`src/rtl/regfile_write_port.sv`:
```
// regfile_write_port: 32x32 register file write side with a 2-entry in-order write queue and pending flags
module regfile_write_port (
    input  logic          clock,
    input  logic          ctrl_reset,
    input  logic          wr_valid,
    output logic          wr_ready,
    input  logic [4:0]    wr_addr,
    input  logic [31:0]   wr_data,
    output logic [1023:0] regs_flat,
    output logic [31:0]   pending,
    output logic [1:0]    q_count
);
    logic [4:0]  q_addr [2];
    logic [31:0] q_data [2];
    logic [4:0]  addr_n [2];
    logic [31:0] regs [1:31];
    logic [31:0] wr_en, pending_n;
    logic [1:0]  count_n;
    logic        head, tail, head_n, tail_n, accept, commit;

    assign wr_ready = !ctrl_reset && q_count != 2'd2;
    assign accept   = wr_valid && wr_ready;
    assign commit   = q_count != 2'd0;
    assign wr_en    = commit ? 32'd1 << q_addr[head] : 32'd0;

    // Pending flags are derived from the queue as it will look after this edge.
    always_comb begin
        addr_n[0] = (accept && !tail) ? wr_addr : q_addr[0];
        addr_n[1] = (accept && tail) ? wr_addr : q_addr[1];
        head_n    = head ^ commit;
        tail_n    = tail ^ accept;
        count_n   = q_count + {1'b0, accept} - {1'b0, commit};
        pending_n = ((count_n != 2'd0) ? 32'd1 << addr_n[head_n] : 32'd0)
                  | ((count_n == 2'd2) ? 32'd1 << addr_n[~head_n] : 32'd0);
    end

    always_ff @(posedge clock) begin
        if (ctrl_reset) begin
            head    <= 1'b0;
            tail    <= 1'b0;
            q_count <= 2'd0;
            pending <= 32'd0;
        end else begin
            head      <= head_n;
            tail      <= tail_n;
            q_count   <= count_n;
            pending   <= pending_n & ~32'd1;
            q_addr[0] <= addr_n[0];
            q_addr[1] <= addr_n[1];
            if (accept)
                q_data[tail] <= wr_data;
        end
    end

    assign regs_flat[31:0] = 32'd0;

    for (genvar i = 1; i < 32; i++) begin : g_reg
        always_ff @(posedge clock) begin
            if (ctrl_reset)
                regs[i] <= 32'd0;
            else if (wr_en[i])
                regs[i] <= q_data[head];
        end
        assign regs_flat[32*i +: 32] = regs[i];
    end
endmodule

```
`config.mk`:
```
export PLATFORM = sky130hd
export DESIGN_NAME = regfile_write_port
export DESIGN_NICKNAME = d
export VERILOG_FILES = /design/src/rtl/regfile_write_port.sv
export SDC_FILE = /design/constraint.sdc
export NUM_CORES = 1
export LEC_CHECK = 0
export CAP_MARGIN = 20
export CELL_PAD_IN_SITES_DETAIL_PLACEMENT = 1
export CELL_PAD_IN_SITES_GLOBAL_PLACEMENT = 1
export CORE_AREA = 2 2 423 425
export CTS_BUF_LIST = sky130_fd_sc_hd__clkbuf_16
export CTS_CLUSTER_DIAMETER = 120
export DETAILED_ROUTE_END_ITERATION = 12
export DIE_AREA = 0 0 425 427
export MAX_ROUTING_LAYER = met4
export PLACE_DENSITY_LB_ADDON = 0.1
export SETUP_SLACK_MARGIN = 0.05
export SYNTH_ARGS = -nofsm -noshare
export SYNTH_HDL_FRONTEND = slang
export SYNTH_SLANG_ARGS = --single-unit
```
`constraint.sdc`:
```
create_clock -name clock -period 5.5 [get_ports clock]
set_clock_uncertainty 0.15 [all_clocks]
set_input_delay 1.65 -clock clock [delete_from_list [all_inputs] [get_ports clock]]
set_output_delay 1.65 -clock clock [all_outputs]
set_load 0.03 [all_outputs]
```
==> metrics.yaml <==
critPathLaunchType: "input pin"
synth-seq-cells: 1101
grt_max_degree: 56
avgSynthCellArea_sq_um: 15.0
finalSetupViolations: 0
routedWlPerCell_microns: 32.1
reg2reg_slack_ns: 1.24
initial_core_util: 0.228
slew_headroom: 0.213
critPathArrivalTime_ns: 2.77
grt_pass1_wl_microns: 261000
place_area_sq_um: 54500
reg2reg_depth: 4
grt_pass1_vias: 27500
post-cts-setup-buffers: 0
die_h_microns: 427
maxCapViolations: 0
ant_nets: 0
cts.hold.buffers_added: 0
crit_fanout: 14
p_leak_nw: 21.0
clock.fmax_ghz: 0.219
io_pins: 1099
hold_viol: 0
core_sq_um: 177000
timing.rr.end: "regs[0][270]"
hp-start: "tail"
criticalPathCategory: "in2out"
rsz0062_at_grt: "false"
finalWeightedCongestion: 0.811
drtPass1Iterations: 5
layout.cells.most_common: "edfxtp_1"
drc: 0
seqCellArea_sq_um: 32700
cts_tree: "done"
clock_sinks: 1101
reg2reg_from: "head"
tightestPinTransition_ns: 1.18
cts_buffer_depth: 3
synth_edf_count: 1066
viasPerCell: 4.39
synth_seq_area_share: 0.810
endpoint_kind: "primary output"
multiInputGateArea_sq_um: 7170
ys_warn_count: 0
htree_levels: 4
cts-root-buf: "clkbuf_16"
ys.flop_type: "edfxtp_1"
final_cell_mix: "edfxtp_1, clkdlybuf4s50_1, nor2_1"
vdd_ir_drop_max_mv: 0.300
drive_gt1_frac: 0.107
dp_hpwl_microns: 136000
synth_area_sq_um: 40400
hold_depth: 1
clkTransAtPathRegs_ns: 0.06
rows: 155
fp.dieArea_sq_um: 181000
fin_crit_ns: 4.57
die_w_microns: 425
design_area_sq_um: 58800
num_vias: 27400
drtIter0Drc: 1824
drv_slew: 0
post-route-util: 0.332
netlist_instances: 2695
status: "completed"
fin_crit_sh: 0.831
grt-ovfl-total: 0
nNetsFinal: 3823
cts_resized: 0
async_flop_share: 0
n_fill_cell: 18600
hold_path.class: "reg2reg"
min_to: "q_data[0][24]"
setup-tns-final_ns: 0
antenna_found_initial: 19
grt_usage: 0.221
io_buffers: 1065
crit_required_ns: 3.70
synthToLayoutAreaGrowth_pct: 45.7
numCtsBuffers: 138
clock_latency_ns: 0.77
p_per_area_nw_per_um2: 352
synth.distinct_cells: 48
drt_wl_total_microns: 201000
registers in the layout, summed over array words and instances, names as in the netlist:
register	count
q_data	64
pending	31
regs	992
head	1
tail	1
q_addr	10
q_count	2
power by group:
group / switching, W / leakage [nW] / internal (W)
registers: 0.000125 / 11.2 / 0.00951
logic: 0.00173 / 7.66 / 0.000662
clock network: 0.00369 / 2.19 / 0.00502
synthesized netlist by cell type, types with 2 or more instances:
| master | number | area (sq um) |
|---|---|---|
| a2111oi_0 | 3 | 26.3 |
| a2111oi_2 | 13 | 195 |
| a211oi_1 | 4 | 30.0 |
| a211oi_2 | 6 | 75.1 |
| a21o_1 | 27 | 203 |
| a21oi_1 | 35 | 175 |
| a21oi_2 | 2 | 17.5 |
| a221oi_1 | 17 | 149 |
| a22oi_1 | 4 | 30.0 |
| and3_1 | 2 | 12.5 |
| buf_1 | 2 | 7.51 |
| buf_2 | 47 | 235 |
| buf_4 | 34 | 255 |
| buf_6 | 4 | 45.0 |
| clkbuf_1 | 170 | 638 |
| dfxtp_1 | 35 | 701 |
| edfxtp_1 | 1066 | 32000 |
| ha_1 | 3 | 37.5 |
| inv_1 | 4 | 15.0 |
| inv_2 | 3 | 11.3 |
| mux2_2 | 9 | 101 |
| mux2i_1 | 36 | 360 |
| mux2i_4 | 4 | 90.1 |
| nand2_1 | 18 | 67.6 |
| nand3_1 | 21 | 105 |
| nand3b_1 | 12 | 90.1 |
| nor2_1 | 1007 | 3780 |
| nor3_1 | 4 | 20.0 |
| nor4_2 | 4 | 50.1 |
| nor4_4 | 2 | 42.5 |
| o21ai_0 | 3 | 15.0 |
| o221ai_1 | 60 | 526 |
| o31ai_1 | 5 | 37.5 |
| or3_1 | 5 | 31.3 |
| or3b_1 | 6 | 52.6 |
| or3b_2 | 6 | 52.6 |
cells by family (layout without fill, tap and decap cells):
group,Yosys count,after routing,share of synthesized area
flip-flops,1101,1101,0.810
adder cells (fa/ha/maj),3,3,0.000929
other,1,45,0.0000928
multiplexers,49,49,0.0137
buffers and inverters,265,1424,0.0300
AND/OR/NAND/NOR,1092,1092,0.108
AO/OA/AOI/OAI,184,184,0.0377
metrics by stage:
stage | setup WS (ns) | cells | power (W) | hold slack (ns)
floorplan | 0.746 | 2727 | 0.0109 | 0.436
global placement | 0.434 | 5982 | 0.0122 | 0.494
detailed placement | 0.421 | 5991 | 0.0123 | 0.485
CTS | 0.920 | 6237 | 0.0210 | 0.504
global route | 0.867 | 6252 | 0.0214 | 0.525
finish | 0.929 | 6253 | 0.0207 | 0.499
routing by layer:
layer	global-route usage	wire, microns	vias up
met5	-	0	-
met2	0.377	103000	1033
met4	0.0779	6810	0
met1	0.247	77400	14400
li1	-	-	11800
met3	0.0601	14000	266
critical path, stage by stage:
cell and delay [ns]:
buf_2 0.11, buf_4 0.20, nor2_1 0.13, clkdlybuf4s50_1 0.68
worst max path at each step:
stage / start / to / slack, ns / cells after the start
CTS: ctrl_reset / wr_ready / 0.92 / 4
global route: ctrl_reset / wr_ready / 0.87 / 4
floorplan: ctrl_reset / q_data[0][0] / 0.75 / 3
detailed placement: wr_valid / pending[1] / 0.42 / 9
global placement: wr_valid / pending[26] / 0.43 / 9
finish: ctrl_reset / wr_ready / 0.93 / 4
layout make-up:
class                   instances  share of cell area
flip-flops and latches       1101               0.556
repair buffers               1171               0.199
multi-input cells            1361               0.122
clock buffers                 145              0.0617
well taps                    2355              0.0501
clock inverters               101              0.0105
diodes                         12            0.000510
inverters                       7            0.000447
Power figures use the tool's default switching activity.
